**config.mk**
```make
export PLATFORM = sky130hd
export DESIGN_NAME = vedic8x8_seq_flat
export DESIGN_NICKNAME = d
export VERILOG_FILES = /design/src/rtl/vedic8x8_seq_pkg.sv /design/src/rtl/vedic8x8_seq_if.sv /design/src/rtl/vedic8x8_seq_mul4x4.sv /design/src/rtl/vedic8x8_seq.sv /design/src/flat_wrapper.sv
export SDC_FILE = /design/constraint.sdc
export NUM_CORES = 1
export LEC_CHECK = 0
export ABC_CLOCK_PERIOD_IN_PS = 8800
export CAP_MARGIN = 30
export CELL_PAD_IN_SITES_DETAIL_PLACEMENT = 0
export CELL_PAD_IN_SITES_GLOBAL_PLACEMENT = 1
export CORE_AREA = 2 2 109 111
export CTS_BUF_LIST = sky130_fd_sc_hd__clkbuf_4 sky130_fd_sc_hd__clkbuf_8 sky130_fd_sc_hd__clkbuf_16
export DETAILED_ROUTE_END_ITERATION = 7
export DIE_AREA = 0 0 111 113
export GPL_TIMING_DRIVEN = 0
export PLACE_DENSITY = 0.58
export SLEW_MARGIN = 20
export SYNTH_ARGS = -nofsm -noshare
export SYNTH_HDL_FRONTEND = slang
export SYNTH_SLANG_ARGS = --single-unit
```
**constraint.sdc**
```tcl
create_clock -name clk -period 8.8 [get_ports clk]
set_clock_uncertainty 0.2 [all_clocks]
set_input_delay 1.32 -clock clk [delete_from_list [all_inputs] [get_ports clk]]
set_output_delay 1.32 -clock clk [all_outputs]
set_load 0.03 [all_outputs]
```
**src/rtl/vedic8x8_seq_pkg.sv**
```systemverilog
`default_nettype none
// ============================================================================
//  Package     : vedic_pkg
//  Description : Shared types and constants for the sequential 8x8 Vedic
//                multiplier: FSM state encoding, step count, and the
//                per-step nibble-select and shift tables.
//  Revision    : 1.0 - initial release
// ============================================================================
package vedic_pkg;

  typedef enum logic [1:0] {
    IDLE = 2'd0,
    CALC = 2'd1,
    DONE = 2'd2
  } state_e;

  localparam int NSTEPS = 4;
  localparam int STEP_W = 2;

  // Left shift applied to the 4x4 partial product at each step.
  localparam logic [3:0] SHIFT_TBL [NSTEPS] = '{4'd0, 4'd4, 4'd4, 4'd8};

  // Bit s set => step s uses the high nibble of that operand.
  //   step 0: aL*bL, step 1: aH*bL, step 2: aL*bH, step 3: aH*bH
  localparam logic [NSTEPS-1:0] A_HI_SEL = 4'b1010;
  localparam logic [NSTEPS-1:0] B_HI_SEL = 4'b1100;

endpackage
`default_nettype wire

```
**src/rtl/vedic8x8_seq_if.sv**
```systemverilog
`default_nettype none
// ============================================================================
//  Interface   : vedic8x8_seq_if
//  Description : Operand and product handshakes of the sequential multiplier.
//  Signals     : in_valid/in_ready/a/b   operand channel (valid/ready)
//                out_valid/out_ready/product  result channel (valid/ready)
//  Modports    : master - operand producer / product consumer
//                slave  - the multiplier
//  Revision    : 1.0 - initial release
// ============================================================================
interface vedic8x8_seq_if;
  logic        in_valid;
  logic        in_ready;
  logic [7:0]  a;
  logic [7:0]  b;
  logic        out_valid;
  logic        out_ready;
  logic [15:0] product;

  modport master (
    output in_valid, a, b, out_ready,
    input  in_ready, out_valid, product
  );

  modport slave (
    input  in_valid, a, b, out_ready,
    output in_ready, out_valid, product
  );
endinterface
`default_nettype wire

```
**src/rtl/vedic8x8_seq_mul4x4.sv**
```systemverilog
`default_nettype none
// ============================================================================
//  Module      : vedic_mul4x4
//  Description : Combinational 4x4 -> 8 unsigned multiplier, Urdhva-
//                Tiryagbhyam (vertical and crosswise) form: each output
//                column sums its crosswise bit products, then the column
//                sums are resolved with a ripple of multi-bit carries.
//  Ports       : a_i [3:0]  multiplicand nibble
//                b_i [3:0]  multiplier nibble
//                p_o [7:0]  a_i * b_i
//  Revision    : 1.0 - initial release
// ============================================================================
module vedic_mul4x4 (
  input  logic [3:0] a_i,
  input  logic [3:0] b_i,
  output logic [7:0] p_o
);

  logic [2:0] col [7];   // column k holds sum of a[i]&b[j] with i+j==k (max 4)
  logic [2:0] carry;     // carry into the next column (max 3)
  logic [3:0] t;
  logic [7:0] prod;

  always_comb begin
    for (int k = 0; k < 7; k++) begin
      col[k] = '0;
    end
    for (int i = 0; i < 4; i++) begin
      for (int j = 0; j < 4; j++) begin
        col[i+j] = col[i+j] + {2'b00, a_i[i] & b_i[j]};
      end
    end

    prod  = '0;
    carry = '0;
    t     = '0;
    for (int k = 0; k < 7; k++) begin
      t       = {1'b0, col[k]} + {1'b0, carry};
      prod[k] = t[0];
      carry   = t[3:1];
    end
    // Residual carry after the top column is at most 1.
    prod[7] = carry[0];
    p_o     = prod;
  end

endmodule
`default_nettype wire

```
**src/rtl/vedic8x8_seq.sv**
```systemverilog
`default_nettype none
// ============================================================================
//  Module      : vedic8x8_seq
//  Description : Multi-cycle 8x8 unsigned multiplier. One 4x4 Vedic core is
//                reused over four steps; nibble-shifted partial products are
//                accumulated into a 16-bit register. Zero operands may
//                bypass the computation (SKIP_ZERO).
//  Parameters  : SKIP_ZERO  1: a==0 or b==0 completes in one cycle
//  Ports       : clk    rising-edge clock
//                rst_n  synchronous active-low reset
//                bus    vedic8x8_seq_if.slave (operand + product handshakes)
//  Revision    : 1.0 - initial release
// ============================================================================
module vedic8x8_seq
  import vedic_pkg::*;
#(
  parameter bit SKIP_ZERO = 1'b1
) (
  input  logic           clk,
  input  logic           rst_n,
  vedic8x8_seq_if.slave  bus
);

  state_e              state_q, state_d;
  logic [STEP_W-1:0]   step_q,  step_d;
  logic [7:0]          a_q,     a_d;
  logic [7:0]          b_q,     b_d;
  logic [15:0]         acc_q,   acc_d;
  logic [15:0]         product_q, product_d;
  logic                out_valid_q, out_valid_d;

  logic [3:0]          a_nib;
  logic [3:0]          b_nib;
  logic [7:0]          pp;
  logic [15:0]         pp_sh;
  logic [15:0]         acc_sum;
  logic                in_ready;
  logic                accept;
  logic                zero_pair;
  logic                last_step;

  // Per-step operand nibble selection.
  assign a_nib = A_HI_SEL[step_q] ? a_q[7:4] : a_q[3:0];
  assign b_nib = B_HI_SEL[step_q] ? b_q[7:4] : b_q[3:0];

  vedic_mul4x4 u_mul4x4 (
    .a_i (a_nib),
    .b_i (b_nib),
    .p_o (pp)
  );

  // Max total is 0xFF*0xFF = 0xFE01, so the 16-bit add cannot overflow.
  assign pp_sh   = {8'h00, pp} << SHIFT_TBL[step_q];
  assign acc_sum = acc_q + pp_sh;

  // DONE can take a new pair in the same cycle its product is consumed.
  assign in_ready  = rst_n && ((state_q == IDLE) ||
                               ((state_q == DONE) && bus.out_ready));
  assign accept    = bus.in_valid && in_ready;
  assign zero_pair = SKIP_ZERO && ((bus.a == 8'h00) || (bus.b == 8'h00));
  assign last_step = (step_q == STEP_W'(NSTEPS - 1));

  always_comb begin
    state_d     = state_q;
    step_d      = step_q;
    a_d         = a_q;
    b_d         = b_q;
    acc_d       = acc_q;
    product_d   = product_q;
    out_valid_d = out_valid_q;

    case (state_q)
      IDLE: begin
        // Accept handled below.
      end
      CALC: begin
        acc_d  = acc_sum;
        step_d = step_q + STEP_W'(1);
        if (last_step) begin
          state_d     = DONE;
          step_d      = '0;
          out_valid_d = 1'b1;
          product_d   = acc_sum;
        end
      end
      DONE: begin
        if (bus.out_ready && !bus.in_valid) begin
          state_d     = IDLE;
          out_valid_d = 1'b0;
        end
      end
      default: begin
        state_d     = IDLE;
        out_valid_d = 1'b0;
      end
    endcase

    // Operand capture: only possible from IDLE or a consumed DONE.
    if (accept) begin
      a_d    = bus.a;
      b_d    = bus.b;
      acc_d  = '0;
      step_d = '0;
      if (zero_pair) begin
        state_d     = DONE;
        out_valid_d = 1'b1;
        product_d   = '0;
      end else begin
        state_d     = CALC;
        out_valid_d = 1'b0;
      end
    end
  end

  always_ff @(posedge clk) begin
    if (!rst_n) begin
      state_q     <= IDLE;
      step_q      <= '0;
      a_q         <= '0;
      b_q         <= '0;
      acc_q       <= '0;
      product_q   <= '0;
      out_valid_q <= 1'b0;
    end else begin
      state_q     <= state_d;
      step_q      <= step_d;
      a_q         <= a_d;
      b_q         <= b_d;
      acc_q       <= acc_d;
      product_q   <= product_d;
      out_valid_q <= out_valid_d;
    end
  end

  assign bus.in_ready  = in_ready;
  assign bus.out_valid = out_valid_q;
  assign bus.product   = product_q;

endmodule
`default_nettype wire
```
**src/flat_wrapper.sv**
```systemverilog
// flat-port wrapper written by rule: the top's interface ports become plain ports
module vedic8x8_seq_flat import vedic_pkg::*;
#(
  parameter bit SKIP_ZERO = 1'b1
)
  (clk, rst_n, bus_in_valid, bus_a, bus_b, bus_out_ready, bus_in_ready, bus_out_valid, bus_product);
  vedic8x8_seq_if bus_i ();
  input  logic clk;
  input  logic rst_n;
  input wire logic [$bits(bus_i.in_valid)-1:0] bus_in_valid;
  input wire logic [$bits(bus_i.a)-1:0] bus_a;
  input wire logic [$bits(bus_i.b)-1:0] bus_b;
  input wire logic [$bits(bus_i.out_ready)-1:0] bus_out_ready;
  output wire logic [$bits(bus_i.in_ready)-1:0] bus_in_ready;
  output wire logic [$bits(bus_i.out_valid)-1:0] bus_out_valid;
  output wire logic [$bits(bus_i.product)-1:0] bus_product;
  assign bus_i.in_valid = bus_in_valid;
  assign bus_i.a = bus_a;
  assign bus_i.b = bus_b;
  assign bus_i.out_ready = bus_out_ready;
  assign bus_in_ready = bus_i.in_ready;
  assign bus_out_valid = bus_i.out_valid;
  assign bus_product = bus_i.product;
  vedic8x8_seq #(.SKIP_ZERO(SKIP_ZERO)) u_core (.clk(clk), .rst_n(rst_n), .bus(bus_i));
endmodule
```
# Yosys cells after proc, flatten, opt, wreduce, memory -nomap -nowiden
# Cells that the tools add are included.
totals:
  ff_bits: 53
  output_inout_bits: 18
  word_cells: 86
op_classes:
  add_sub_neg: 16
  order_cmp: 2
  eq_ne: 6
  n_shift: 1
  muxes: 24
  bitwise: 18
  n_reduce_logical: 12
op_table:
  columns: ["op", "n"]
  rows:
  - ["16-bit 2-to-1 mux", 4]
  - ["16-bit adder", 1]
  - ["1-bit bitwise AND", 16]
  - ["8-bit zero test", 2]
  - ["4-bit 2-to-1 mux", 4]
  - ["8-bit by 4-bit << shifter with 16-bit output", 1]
  - ["1-bit by 1-bit adder with 2-bit output", 5]
  - ["2-bit 2-to-1 mux", 5]
  - ["2-bit by 1-bit adder with 3-bit output", 3]
  - ["3-bit by 3-bit adder with 4-bit output", 2]
  - ["4-bit binary-select mux with 2-bit select", 1]
  - ["1-bit 2-to-1 mux", 6]
  - ["2-bit one-hot mux with 3 select lines", 1]
  - ["3-bit by 1-bit adder with 4-bit output", 1]
  - ["1-bit binary-select mux with 2-bit select", 2]
  - ["2-bit == test (second input constant)", 2]
  - ["1-bit logical AND", 4]
  - ["2-bit by 3-bit adder with 3-bit output", 1]
  - ["3-bit by 1-bit adder with 3-bit output", 1]
  - ["3-bit greater-or-equal comparator (second input constant)", 1]
  - ["2-bit by 3-bit < comparator with 1-bit output (second input constant)", 1]
  - ["3-bit by 1-bit inequality test with 1-bit output (second input constant)", 1]
  - ["3-bit by 2-bit inequality test with 1-bit output (second input constant)", 1]
  - ["2-bit inverter with 3-bit output", 1]
  - ["11 further kinds", 12]

# Logic depth before layout (Yosys ltp)
logic_depth:
  ltp_word: 17
  ltp_mapped: 28
  depth_no_buf: 27

# Hierarchy
# Synthesis repeated with hierarchy kept, for this count alone.
unflattened:
  cells_unflattened: 403
  area_unflattened_um2: 3316.9
modules_own_cells:
  columns: ["mod", "n_inst", "cells_each", "area_each_um2"]
  rows:
  - ["vedic8x8_seq", 1, 366, 2980.4]
  - ["vedic_mul4x4", 1, 37, 336.6]

# Worst setup path after synthesis
# No wires, ideal clock.
synth_path:
  path_type: "register to register"
  start: "reg u_core.step_q[0]"
  end: "reg u_core.acc_q[12]"
  setup_ps: 121
  t_arrival_ps: 6730
  required_ps: 8479
  path_slack_ps: 1749
  stages_incl_launch_ff: 28
  path_buffers: 1
  period_less_slack_ps: 7051
  cell_sequence: "dfxtp_1 clkbuf_1 mux2i_1 nor2_1 ha_1 fa_1 ha_1 ha_1 inv_1 fa_1 inv_1 fa_1 inv_1 fa_1 inv_1 ha_1 fa_1 inv_1 fa_1 fa_1 nand2b_1 and3b_1 ha_1 and3_1 a2111o_1 a41oi_2 or4_1 nand3_1"
synth_via:
  elab_chain_len: 13
  elab_cells_between_ends: 42
synth_rtl:
  columns: ["item", "line", "text"]
  rows:
  - ["start, declared", "vedic8x8_seq.sv:25", "logic [STEP_W-1:0] step_q, step_d;"]
  - ["start signal, assigned", "vedic8x8_seq.sv:126", "step_q <= step_d;"]
  - ["1-bit binary-select mux with 2-bit select (on tied branches)", "vedic8x8_seq.sv:43, vedic8x8_seq.sv:44", null]
  - ["1-bit 2-to-1 mux (on tied branches)", "vedic8x8_seq.sv:43, vedic8x8_seq.sv:44", null]
  - ["4-bit 2-to-1 mux (on tied branches)", "vedic8x8_seq.sv:43, vedic8x8_seq.sv:44", null]
  - ["1-bit bitwise AND", "vedic8x8_seq_mul4x4.sv:30", "col[i+j] = col[i+j] + {2'b00, a_i[i] & b_i[j]};"]
  - ["1-bit by 1-bit adder with 2-bit output", "vedic8x8_seq_mul4x4.sv:30", null]
  - ["2-bit by 1-bit adder with 3-bit output", "vedic8x8_seq_mul4x4.sv:30", null]
  - ["3-bit by 1-bit adder with 3-bit output / 3-bit by 1-bit adder with 4-bit output (equally long branches)", "vedic8x8_seq_mul4x4.sv:30, vedic8x8_seq_mul4x4.sv:38", null]
  - ["3-bit by 3-bit adder with 4-bit output (2 in a row)", "vedic8x8_seq_mul4x4.sv:38", "t = {1'b0, col[k]} + {1'b0, carry};"]
  - ["2-bit by 3-bit adder with 3-bit output", "vedic8x8_seq_mul4x4.sv:38", null]
  - ["1-bit by 2-bit adder with 2-bit output", "vedic8x8_seq_mul4x4.sv:38", null]
  - ["8-bit by 4-bit << shifter with 16-bit output (*)", "vedic8x8_seq.sv:53", "assign pp_sh = {8'h00, pp} << SHIFT_TBL[step_q];"]
  - ["16-bit adder (*)", "vedic8x8_seq.sv:54", "assign acc_sum = acc_q + pp_sh;"]
  - ["end signal, assigned", "vedic8x8_seq.sv:121", "acc_q <= '0;"]
  - ["end signal, assigned", "vedic8x8_seq.sv:129", "acc_q <= acc_d;"]
  - ["end, declared", "vedic8x8_seq.sv:28", "logic [15:0] acc_q, acc_d;"]
# Every way passes the cells marked *; elsewhere a longest branch is shown, timed or not. The select of a mux whose other input is x is not followed.
# A chain may end at the register's enable or synchronous reset.

# Worst setup path in the final report
layout_path:
  start: "reg u_core.step_q[0]"
  end: "reg u_core.product_q[11] (netlist: u_core.bus.product[11])"
layout_via:
  elab_chain_len: 17
  elab_cells_between_ends: 47
layout_rtl:
  columns: ["item", "line", "text"]
  rows:
  - ["1-bit binary-select mux with 2-bit select (on tied branches)", "vedic8x8_seq.sv:43, vedic8x8_seq.sv:44", null]
  - ["1-bit 2-to-1 mux (on tied branches)", "vedic8x8_seq.sv:43, vedic8x8_seq.sv:44", null]
  - ["4-bit 2-to-1 mux (on tied branches)", "vedic8x8_seq.sv:43, vedic8x8_seq.sv:44", null]
  - ["1-bit bitwise AND", "vedic8x8_seq_mul4x4.sv:30", null]
  - ["1-bit by 1-bit adder with 2-bit output", "vedic8x8_seq_mul4x4.sv:30", null]
  - ["2-bit by 1-bit adder with 3-bit output", "vedic8x8_seq_mul4x4.sv:30", null]
  - ["3-bit by 1-bit adder with 3-bit output / 3-bit by 1-bit adder with 4-bit output (equally long branches)", "vedic8x8_seq_mul4x4.sv:30, vedic8x8_seq_mul4x4.sv:38", null]
  - ["3-bit by 3-bit adder with 4-bit output (2 in a row)", "vedic8x8_seq_mul4x4.sv:38", null]
  - ["2-bit by 3-bit adder with 3-bit output", "vedic8x8_seq_mul4x4.sv:38", null]
  - ["1-bit by 2-bit adder with 2-bit output", "vedic8x8_seq_mul4x4.sv:38", null]
  - ["8-bit by 4-bit << shifter with 16-bit output", "vedic8x8_seq.sv:53", null]
  - ["16-bit adder", "vedic8x8_seq.sv:54", null]
  - ["16-bit 2-to-1 mux (*)", "vedic8x8_seq.sv:79", "if (last_step) begin"]
  - ["16-bit 2-to-1 mux (*)", "vedic8x8_seq.sv:72", "case (state_q)"]
  - ["16-bit 2-to-1 mux", "vedic8x8_seq.sv:104", "if (zero_pair) begin"]
  - ["16-bit 2-to-1 mux (*)", "vedic8x8_seq.sv:99", "if (accept) begin"]
  - ["end signal, assigned", "vedic8x8_seq.sv:130", "product_q <= product_d;"]
  - ["end, declared", "vedic8x8_seq.sv:29", "logic [15:0] product_q, product_d;"]
# Marked as above.

==> metrics.cfg <==
[run_status]
status=completed

[finish]
area_delta_synth_final_pct=21.26
fillers=1162
insertedDiodeCount=0
final_util_pct=35.71
multi_input_area_sq_um=2115
instances_no_fill=585
register_area_sq_um=1041
final_cell_area_sq_um=4025
layout-drive-gt1-share_pct=6.335
layout.nets=490

[sta]
drv_slew=0
setup-violations-final=0
final.setup.tns_ns=0
hold_viol=0
rsz0062_at_grt=false
clock.fmax_mhz=127.8
fin_crit_sh_pct=88.88
tightest_slew_ns=0.6500
relSlewSlack_pct=56.67
fin_crit_ns=7.822

[worst_setup_path]
required_ns=8.76
reg2regPathDepth=28
cp_data_arrival_time_ns=7.78
slowest_stage=fa_1
reg2reg_slack_ns=0.98
path_max_fanout=6
worst-setup-path-type=register to register
crit_top_cell=fa_1
r2r_start=u_core.step_q[0]$_SDFFE_PP0P_
reg2reg_to=u_core.bus.product[11]$_SDFF_PN0_
startpoint_type=register
cp_slowest_stage_delay_ns=0.57
crit_path_end_kind=register

[routing]
wl_mm=9.085
via_per_inst=4.973
wire_per_inst_um=15.53
drt_iter0_markers=127
drt_pass1_iterations=4
drt_drc_violations_left=0
via_count=2909
antenna_left=0

[floorplan]
die_h_um=113
coreArea_sq_um=11270
rows=39
num_io_pins=38
start_util_pct=29.45
die-area_sq_um=12540
dieWidth_um=111

[placement]
place_hpwl_mm=7.161
gp_congestion=0.8181
placed_area_sq_um=3869
io_buffers=37
placed_cells=577

[yosys]
synthCells=397
synth_edf_count=0
synth_top_area_share_pct=31.36
syn_area_per_cell_sq_um=8.361
syn_area_sq_um=3319
ys.warnings.count=0
ys_ff_latch=52
seq_area_frac_synth_pct=31.36
synth_commonest_cells=dfxtp_1, nand2_1, nor2_1
yosysMostFrequentCell=dfxtp_1
yosys.cell_types.count=55
synth_async_sr_flop_share_pct=0
yosys.area.top_type=dfxtp_1
syn_nets=446
synthFlopType=dfxtp_1
yosys-top-cells-area=dfxtp_1, ha_1, mux2i_1, nand2_1, fa_1

[clocking]
hold_buffers=0
cts.sink_count=52
cts_buffers=5
cts_htree_levels=2
clk_latency_ns=0.30
root_buffer=clkbuf_16
cts_buffer_depth=2
cts_resized=0
cts_setup_buffers=0
path_clk_slew_ns=0.07
cts_tree=yes

[global_route]
grt_pass1_wl_mm=14.86
first_global_vias=2914
overflow=0
grt_util_all_layers_pct=14.88
antenna_found_initial=0
grt_max_degree=18

[worst_hold_path]
min_to=u_core.bus.product[4]$_SDFF_PN0_
holdCritStartpoint=u_core.bus.product[4]$_SDFF_PN0_
min_path_cells=2
hp-class=register to register

[flow_run]
max_cap_viol_count=0

[power_and_ir_drop]
power_w=0.0005264
ir_worst_vdd_uv=77.46
power_leakage_nw=1.659
powerDensity_nw_per_um2=130.8

==> metrics by stage <==
step | worst slack, ns | hold slack, ns
finish | 0.9782 | 0.2559
detailed placement | 0.9634 | 0.2491
global route | 0.6099 | 0.2874
floorplan | 1.749 | 0.2406
global placement | 1.118 | 0.2444
CTS | 0.9474 | 0.2594
==> cell families after synthesis <==
logic type,Yosys count,synth area share (%)
and+or+nand+nor,166,24.50
DFF,52,31.36
buffers and inverters,35,4.938
muxes,25,7.614
xor gates and xnor gates,10,2.639
adders and majority gates,29,12.97
AOI/OAI and AO/OA,80,15.98
==> layout make-up <==
class / instances / area share (%)
buffer: 19 / 2.580
timing repair buffer: 37 / 9.201
tap: 143 / 4.445
multi-input combinational: 310 / 52.53
clock inverter: 2 / 0.4352
inverter: 16 / 1.492
clock buffer: 6 / 3.450
sequential: 52 / 25.86
==> cell usage in the layout, fill, tap and decap left out, types with 6 or more instances in the layout <==
master | synthesis | final
nand2_1 | 49 | 49
mux2i_1 | 23 | 23
nor2_1 | 38 | 38
nand4_1 | 6 | 6
a211oi_1 | 7 | 7
inv_1 | 16 | 16
fa_1 | 9 | 9
and3_1 | 6 | 6
nand3_1 | 18 | 18
ha_1 | 20 | 20
xnor2_1 | 8 | 8
clkdlybuf4s50_1 | 0 | 37
nor4_1 | 6 | 6
a21oi_1 | 26 | 26
dfxtp_1 | 52 | 52
clkbuf_1 | 10 | 10
nor3_1 | 6 | 6
nand2b_1 | 12 | 12
o21ai_0 | 17 | 17
==> critical path, delay by kind of cell, from the launching register on <==
family          cells  cell delay [ns]
buf+inv             6             0.55
flops               1             0.34
compound gates      3             0.88
mux                 1             0.49
fa+ha+maj          12             4.41
simple gates        6             0.81
==> power by group <==
| group | switching, W | internal (W) | leakage, nW |
|---|---|---|---|
| Sequential | 0.00000401 | 0.000241 | 0.421 |
| Clock | 0.0000956 | 0.000116 | 0.0779 |
| Combinational | 0.0000405 | 0.0000296 | 1.16 |
==> registers in the layout, summed over array words and instances, names as in the netlist <==
signal,flops
u_core.bus.out_valid,1
u_core.a_q,8
u_core.b_q,8
u_core.state_q,1
u_core.step_q,2
u_core.bus.product,16
u_core.acc_q,16
==> how the worst max path moves through the flow <==
| stage | from | to | cells past startpoint |
|---|---|---|---|
| 2_1_floorplan | u_core.step_q[0]$_SDFFE_PP0P_ | u_core.acc_q[12]$_SDFFE_PP0P_ | 27 |
| 3_3_place_gp | u_core.step_q[1]$_SDFFE_PP0P_ | u_core.bus.product[11]$_SDFF_PN0_ | 28 |
| 3_5_place_dp | u_core.step_q[0]$_SDFFE_PP0P_ | u_core.bus.product[11]$_SDFF_PN0_ | 28 |
| 4_1_cts | u_core.step_q[0]$_SDFFE_PP0P_ | u_core.bus.product[11]$_SDFF_PN0_ | 28 |
| 5_1_grt | u_core.step_q[0]$_SDFFE_PP0P_ | u_core.bus.product[11]$_SDFF_PN0_ | 28 |
| 6_report | u_core.step_q[0]$_SDFFE_PP0P_ | u_core.bus.product[11]$_SDFF_PN0_ | 28 |
==> routing by layer <==
metal  vias up  share of wire [%]  track usage, %
li1       1492                  -               -
met2        56                 47           26.18
met1      1351                 48           19.02
met3        10                3.6           2.142
met5         -                  0               0
met4         0                1.9           4.417
Power figures use the tool's default switching activity.
